$ cat src/rtl/sst_reg_engine.sv
// sst_reg_engine: save-state bus initiator.
// Walks mapper registers, saving to or restoring from a snapshot RAM.
module sst_reg_engine #(
  parameter int REG_COUNT = 128,
  parameter int HOLD      = 4
) (
  input  logic       clk,
  input  logic       rst,
  input  logic       cmd_start,
  input  logic       cmd_save,
  output logic       busy,
  output logic       done,
  output logic       sst_act,
  output logic [7:0] sst_addr,
  output logic       sst_we_reg,
  output logic [7:0] sst_dato,
  input  logic [7:0] sst_di,
  output logic [7:0] buf_addr,
  output logic       buf_we,
  output logic [7:0] buf_do,
  input  logic [7:0] buf_di
);

  localparam int CW = $clog2(HOLD + 1);
  localparam logic [8:0] LAST = 9'(REG_COUNT - 1);
  localparam logic [CW-1:0] RELOAD = CW'(HOLD - 1);

  typedef enum logic [3:0] {
    IDLE,
    SETUP,
    SV_WAIT,
    SV_STORE,
    RS_FETCH,
    RS_WRITE,
    RS_RELEASE,
    NEXT,
    FINISH
  } state_t;

  state_t state_q;
  state_t state_d;

  logic          save_q;
  logic [8:0]    idx;
  logic [CW-1:0] cnt;
  logic          hold_end;

  assign hold_end = (cnt == '0);

  // idx is stable from SETUP through NEXT, so the RAM sees the
  // address a full cycle before RS_FETCH consumes its data.
  assign sst_addr = idx[7:0];
  assign buf_addr = idx[7:0];

  // State register
  always_ff @(posedge clk or posedge rst) begin
    if (rst) state_q <= IDLE;
    else     state_q <= state_d;
  end

  // Next-state logic and status outputs
  always_comb begin
    state_d = state_q;
    busy    = 1'b1;
    sst_act = 1'b1;
    done    = 1'b0;
    unique case (state_q)
      IDLE: begin
        busy    = 1'b0;
        sst_act = 1'b0;
        if (cmd_start) state_d = SETUP;
      end
      SETUP:      state_d = save_q ? SV_WAIT : RS_FETCH;
      SV_WAIT:    if (hold_end) state_d = SV_STORE;
      SV_STORE:   state_d = NEXT;
      RS_FETCH:   state_d = RS_WRITE;
      RS_WRITE:   if (hold_end) state_d = RS_RELEASE;
      RS_RELEASE: state_d = NEXT;
      NEXT:       state_d = (idx == LAST) ? FINISH : SETUP;
      FINISH: begin
        busy    = 1'b0;
        sst_act = 1'b0;
        done    = 1'b1;
        state_d = IDLE;
      end
      default: begin
        busy    = 1'b0;
        sst_act = 1'b0;
        state_d = IDLE;
      end
    endcase
  end

  // Datapath: index, hold counter, strobes and data latches
  always_ff @(posedge clk or posedge rst) begin
    if (rst) begin
      save_q     <= 1'b0;
      idx        <= '0;
      cnt        <= '0;
      sst_we_reg <= 1'b0;
      sst_dato   <= '0;
      buf_we     <= 1'b0;
      buf_do     <= '0;
    end else begin
      unique case (state_q)
        IDLE: begin
          if (cmd_start) begin
            save_q <= cmd_save;
            idx    <= '0;
          end
        end
        SETUP: cnt <= RELOAD;
        SV_WAIT: begin
          if (hold_end) begin
            buf_we <= 1'b1;
            buf_do <= sst_di;
          end else begin
            cnt <= cnt - CW'(1);
          end
        end
        SV_STORE: buf_we <= 1'b0;
        RS_FETCH: begin
          sst_dato   <= buf_di;
          sst_we_reg <= 1'b1;
          cnt        <= RELOAD;
        end
        RS_WRITE: begin
          if (hold_end) sst_we_reg <= 1'b0;
          else          cnt <= cnt - CW'(1);
        end
        NEXT: if (idx != LAST) idx <= idx + 9'd1;
        default: ;
      endcase
    end
  end

endmodule

$ cat config.mk
export PLATFORM = sky130hd
export DESIGN_NAME = sst_reg_engine
export DESIGN_NICKNAME = d
export VERILOG_FILES = /design/src/rtl/sst_reg_engine.sv
export SDC_FILE = /design/constraint.sdc
export NUM_CORES = 1
export LEC_CHECK = 0
export CORE_MARGIN = 2
export CORE_UTILIZATION = 67
export CTS_CLUSTER_DIAMETER = 120
export DETAILED_ROUTE_END_ITERATION = 8
export DONT_BUFFER_PORTS = 1
export HOLD_SLACK_MARGIN = 0.15
export PLACE_DENSITY = 0.83
export SLEW_MARGIN = 20
export SYNTH_ARGS = -nofsm -noshare
export SYNTH_HDL_FRONTEND = slang
export SYNTH_SLANG_ARGS = --single-unit
$ cat constraint.sdc
create_clock -name clk -period 3.2 [get_ports clk]
set_input_delay 0.64 -clock clk [delete_from_list [all_inputs] [get_ports clk]]
set_output_delay 0.64 -clock clk [all_outputs]
set_load 0.005 [all_outputs]
==> results of run 1 <==
[synthesized netlist by cell type, types with 3 or more instances]
cell | count | area, um2
dfrtp_1 | 35 | 875.8
buf_4 | 19 | 142.6
mux2_2 | 13 | 146.4
nor2_1 | 12 | 45.04
nand2_1 | 9 | 33.78
inv_1 | 7 | 26.28
nand3_1 | 6 | 30.03
xnor2_1 | 6 | 52.55
a21oi_1 | 5 | 25.02
nand2b_1 | 5 | 31.28
nor3_1 | 4 | 20.02
ha_1 | 3 | 37.54
mux2_1 | 3 | 33.78
o21ai_0 | 3 | 15.01
[cells by family (layout without fill, tap and decap cells)]
logic type               Yosys count  in the layout  synth area share [%]
adder cells (fa/ha/maj)            3              3                 2.010
buffers and inverters             29             16                 9.779
XOR/XNOR                           6              6                 2.813
AND/OR/NAND/NOR                   55             55                 17.95
flip-flops                        35             35                 46.89
AO/OA/AOI/OAI                     21             21                 9.846
multiplexers                      18             18                 10.72
[metrics by stage]
| stage | hold slack [ns] | cells | util, % |
|---|---|---|---|
| after floorplan | 0.4590 | 167 | - |
| after detailed placement | 0.5041 | 177 | 64.87 |
| after global routing | 0.2889 | 185 | 67.41 |
| after CTS | 0.2754 | 185 | 67.41 |
| after global placement | 0.4768 | 177 | 64.87 |
| final | 0.2722 | 185 | 67.41 |
[report_power, final]
part | total [W] | internal (W) | leakage, nW | switching, W
combinational | 0.000478 | 0.000239 | 0.305 | 0.000239
sequential | 0.000836 | 0.000610 | 0.424 | 0.000226
clock | 0.000274 | 0.000129 | 0.0386 | 0.000145
total | 0.00159 | 0.000979 | 0.768 | 0.000609
[how the worst min path moves through the flow]
stage / start / endpoint / slack, ns / depth (start not counted)
after detailed placement: cnt[0] / cnt[0] / 0.50 / 2
after floorplan: cnt[2] / cnt[2] / 0.46 / 1
after global placement: cnt[2] / cnt[2] / 0.48 / 1
after CTS: rst / buf_do[0] / 0.28 / 2
final: rst / sst_dato[4] / 0.27 / 2
after global routing: rst / buf_do[0] / 0.29 / 2
[worst max-delay path, stage by stage, from the launching register on]
cell	delay (ns)
dfrtp_1	0.60
nor3_1	0.28
and2_1	0.18
[layout make-up]
| cell class | instances | area [um2] |
|---|---|---|
| Fill cell | 218 | 883.3 |
| Sequential cell | 35 | 875.8 |
| Multi-Input combinational cell | 103 | 809.5 |
| Clock buffer | 8 | 68.82 |
| Tap cell | 31 | 38.79 |
| Inverter | 7 | 26.28 |
| Timing Repair Buffer | 1 | 7.507 |
[layout by cell type, fill, tap and decap left out, types with 2 or more instances in the layout]
cell      netlist  routed
nor4_1          2       2
nand2_1         9       9
mux2_2         13      13
xnor2_1         6       6
o21ai_0         3       3
clkbuf_4        0       5
nor2_1         12      12
mux2_1          3       3
inv_1           7       7
o31ai_1         2       2
nor3b_1         2       2
nand2b_1        5       5
a31oi_1         2       2
nand3_1         6       6
nor3_1          4       4
ha_1            3       3
mux2i_1         2       2
dfrtp_1        35      35
clkbuf_8        0       2
a21oi_1         5       5
[layer usage]
layer	vias up	GRT usage (%)	part of all wire (%)
met4	0	8.638	0.85
met2	49	36.21	50
li1	542	-	-
met5	-	0	0
met3	5	8.525	7.1
met1	532	28.51	42
==> results_dict.tcl, run 1 <==
set metrics [dict create \
    reg2reg_depth 5 \
    antenna_found_initial 0 \
    area_delta_synth_final_pct -2.210 \
    final_area_um2 1827 \
    worstPathRequired_ns 2.56 \
    cts_made_buffers 5 \
    vias 1128 \
    cts_resized 0 \
    syn_area_um2 1868 \
    endpoint "done" \
    p_total_w 0.001588 \
    synth-async-reset-ratio_pct 100.0 \
    clock_path_buffers 2 \
    h-tree-depth 2 \
    finalHoldViolCount 0 \
    crit_path_end_kind "primary output" \
    core_um2 2710 \
    worst_pin_slew_ns 0.5600 \
    timing.max_cap.violations 0 \
    drt_pass1_iterations 5 \
    relSlewSlack_pct 62.58 \
    drc 0 \
    hold_buffers 0 \
    postLayoutSetupSlackWorst_ns 1.160 \
    layout-drive-gt1-share_pct 19.48 \
    r2r-end "buf_do[2]" \
    synth_ff_type "dfrtp_1" \
    viasPerCell 6.097 \
    reg2reg_from "cnt[0]" \
    startpoint "state_q[0]" \
    rsz0062_at_grt "no" \
    io_buffers 0 \
    peakVddDrop_uv 582.8 \
    fp.dieW_um 56.80 \
    ys_types 45 \
    final-setup-viol-count 0 \
    totalWireLength_um 3298 \
    syn_inst 167 \
    critPathKind "reg -> out" \
    syn_area_per_cell_um2 11.19 \
    dpl.hpwl_um 2371 \
    synth-edff-count 0 \
    cts_root_buffer "clkbuf_4" \
    drt-wirelength-per-cell_um 17.83 \
    die_area_um2 3226 \
    place_congestion 0.8613 \
    fmax_ghz 0.4901 \
    slew_viol_final 0 \
    place_ws_ns 1.345 \
    critPathArrivalTime_ns 1.40 \
    clkSinkCount 35 \
    clk_latency_ns 0.34 \
    largestRegisters "idx: 9 flops, buf_do: 8 flops, sst_dato: 8 flops" \
    synth_nets 190 \
    post-cts-setup-buffer-count 0 \
    io_pins 57 \
    grt_use_total_pct 22.84 \
    crit_fanout 15 \
    final_nets 176 \
    finalCritPeriodShare_pct 63.76 \
    antenna_cells 0 \
    grt_overflow_total 0 \
    drt-initial-drc-count 71 \
    p_per_area_nw_per_um2 869.1 \
    cts.clk_slew.worst_paths_ns 0.11 \
    p_leak_nw 0.7678 \
    status "finished, final reports clean" \
    grt_pass1_vias 1270 \
    startpoint_type "flop" \
    reg2reg_setup_slack_ns 1.38 \
    yosys_warnings 0 \
    cts_tree "built" \
    worst_clock_skew_ns 0.008341 \
    holdCritPathClass "in -> async" \
    placed_area_um2 1758 \
    antenna_left 0 \
    grt_pass1_wl_um 5658 \
    grt_max_degree 36 \
    setup_tns_ns 0 \
    synth_seq_cells 35 \
    period_minus_slack_ns 2.040 \
    fp-row-count 19 \
    initial_core_util_pct 68.93 \
    synth-seq-area-share_pct 46.89 \
    fp.dieH_um 56.80 \
    largest_reg_flops 9 \
    top_register "idx" \
]
Power figures use the tool's default switching activity.
==> run 2, diff against run 1 <==
--- a/config.mk
+++ b/config.mk
@@ -6,12 +6,12 @@
 export NUM_CORES = 1
 export LEC_CHECK = 0
 export CORE_MARGIN = 2
-export CORE_UTILIZATION = 67
+export CORE_UTILIZATION = 62
 export CTS_CLUSTER_DIAMETER = 120
 export DETAILED_ROUTE_END_ITERATION = 8
 export DONT_BUFFER_PORTS = 1
 export HOLD_SLACK_MARGIN = 0.15
-export PLACE_DENSITY = 0.83
+export PLACE_DENSITY = 0.78
 export SLEW_MARGIN = 20
 export SYNTH_ARGS = -nofsm -noshare
 export SYNTH_HDL_FRONTEND = slang
==> constraint.sdc (replaced) <==
create_clock -name clk -period 2.1 [get_ports clk]
set_input_delay 0.42 -clock clk [delete_from_list [all_inputs] [get_ports clk]]
set_output_delay 0.42 -clock clk [all_outputs]
set_load 0.005 [all_outputs]
==> results_dict.tcl, run 2 (synthesized netlist as in run 1, its figures left out) <==
set metrics [dict create \
    status "complete, but fails checks" \
    violations "DRC" \
    slew_viol_final 0 \
    clkSinkCount 35 \
    startpoint_type "flop" \
    p_per_area_nw_per_um2 1301 \
    dpl.hpwl_um 2429 \
    core_um2 2805 \
    layout-drive-gt1-share_pct 19.87 \
    drc 2 \
    grt_pass1_wl_um 5306 \
    grt_pass1_vias 1120 \
    io_buffers 0 \
    clock_path_buffers 2 \
    critPathKind "reg -> out" \
    final-setup-viol-count 0 \
    cts_tree "built" \
    cts_root_buffer "clkbuf_4" \
    largestRegisters "idx: 9 flops, buf_do: 8 flops, sst_dato: 8 flops" \
    grt_use_total_pct 21.12 \
    post-cts-setup-buffer-count 0 \
    crit_path_top_delay_cell "dfrtp_1" \
    critPathArrivalTime_ns 1.41 \
    mostFrequentLayoutCell "dfrtp_1" \
    grt_overflow_total 0 \
    cts_made_buffers 5 \
    crit_fanout 15 \
    vias 1147 \
    finalCritPeriodShare_pct 87.02 \
    setup_tns_ns 0 \
    h-tree-depth 2 \
    p_leak_nw 0.7773 \
    drt_pass1_iterations 6 \
    grt_max_degree 25 \
    rsz0062_at_grt "no" \
    worstPathRequired_ns 1.68 \
    worst_pin_slew_ns 0.5476 \
    cp_slowest_stage_delay_ns 0.59 \
    reg2reg_setup_slack_ns 0.36 \
    endpoint "done" \
    totalWireLength_um 3299 \
    worst_clock_skew_ns 0.01630 \
    relSlewSlack_pct 63.49 \
    fp.dieH_um 58.89 \
    most-common-layout-cells "35 x dfrtp_1, 13 x mux2_2, 12 x nor2_1, 9 x nand2_1, 7 x inv_1" \
    initial_core_util_pct 66.59 \
    io_pins 57 \
    top_register "idx" \
    peakVddDrop_uv 709.2 \
    die_area_um2 3468 \
    place_congestion 0.8955 \
    period_minus_slack_ns 1.827 \
    fp.dieW_um 58.89 \
    antenna_cells 0 \
    startpoint "state_q[0]" \
    drt-initial-drc-count 98 \
    crit_chain "nor3_1 -> and2_1" \
    antenna_found_initial 0 \
    holdCritPathClass "in -> reg" \
    area_delta_synth_final_pct -1.273 \
    reg2reg_from "idx[0]" \
    final_util_pct 65.74 \
    drt-wirelength-per-cell_um 17.64 \
    finalHoldViolCount 0 \
    crit_path_end_kind "primary output" \
    clk_latency_ns 0.33 \
    reg2reg_depth 5 \
    largest_reg_flops 9 \
    fmax_ghz 0.5472 \
    r2r-end "idx[3]" \
    final_nets 178 \
    fp-row-count 19 \
    cts.clk_slew.worst_paths_ns 0.10 \
    viasPerCell 6.134 \
    antenna_left 0 \
    timing.max_cap.violations 0 \
]
run 2: cell types whose count changed in the layout (fill, tap and decap cells not counted), sizes merged:
cell,previous run,this run
buf,1,2
dlygate4sd3,0,1
run 2: per-layer routing:
layer	global-route usage (%)	share of wire (%)
met1	27.49	41
met2	31.43	49
met3	9.670	8.9
met4	7.143	0.88
met5	0	0
run 2: where the power goes:
| part | switching, W | internal (W) | total [W] |
|---|---|---|---|
| registers | 0.000338 | 0.000930 | 0.00127 |
| clock network | 0.000205 | 0.000197 | 0.000403 |
| logic | 0.000357 | 0.000372 | 0.000729 |
| total | 0.000900 | 0.00150 | 0.00240 |
run 2: worst max-delay path, delay by kind of cell (launching register included):
kind / cells / cell delay, ns
flops: 1 / 0.59
simple gates: 2 / 0.50
run 2: worst min-delay path by stage:
stage | startpoint | to | cells past startpoint
2_1_floorplan | cnt[2] | cnt[2] | 1
3_3_place_gp | rst | sst_dato[2] | 1
3_5_place_dp | rst | sst_dato[2] | 1
4_1_cts | cmd_save | save_q | 2
5_1_grt | buf_di[4] | sst_dato[4] | 1
6_report | cmd_save | save_q | 2
run 2: layout make-up:
type	instances	area, um2
Timing Repair Buffer	3	25.02
Inverter	7	26.28
Fill cell	231	960.9
Tap cell	31	38.79
Clock buffer	8	68.82
Sequential cell	35	875.8
Multi-Input combinational cell	103	809.5
run 2: metrics by stage:
step | power [W] | std cells | cell area, um2 | hold WS, ns | setup WS [ns]
final | 0.002399 | 187 | 1844 | 0.2173 | 0.2726
after global routing | 0.002601 | 187 | 1844 | 0.1930 | 0.1595
after CTS | 0.002427 | 187 | 1844 | 0.2038 | 0.2794
after detailed placement | 0.002018 | 178 | 1765 | 0.3254 | 0.3783
after global placement | 0.001953 | 178 | 1765 | 0.3103 | 0.4184
after floorplan | 0.001998 | 167 | 1868 | 0.4590 | 0.5193
run 2: what timing repair did:
action,4_1_cts,5_1_grt
hold buffers,1,0
resized for setup,0,0
endpoints found under the setup margin,0,0
hold endpoints to repair,11,0
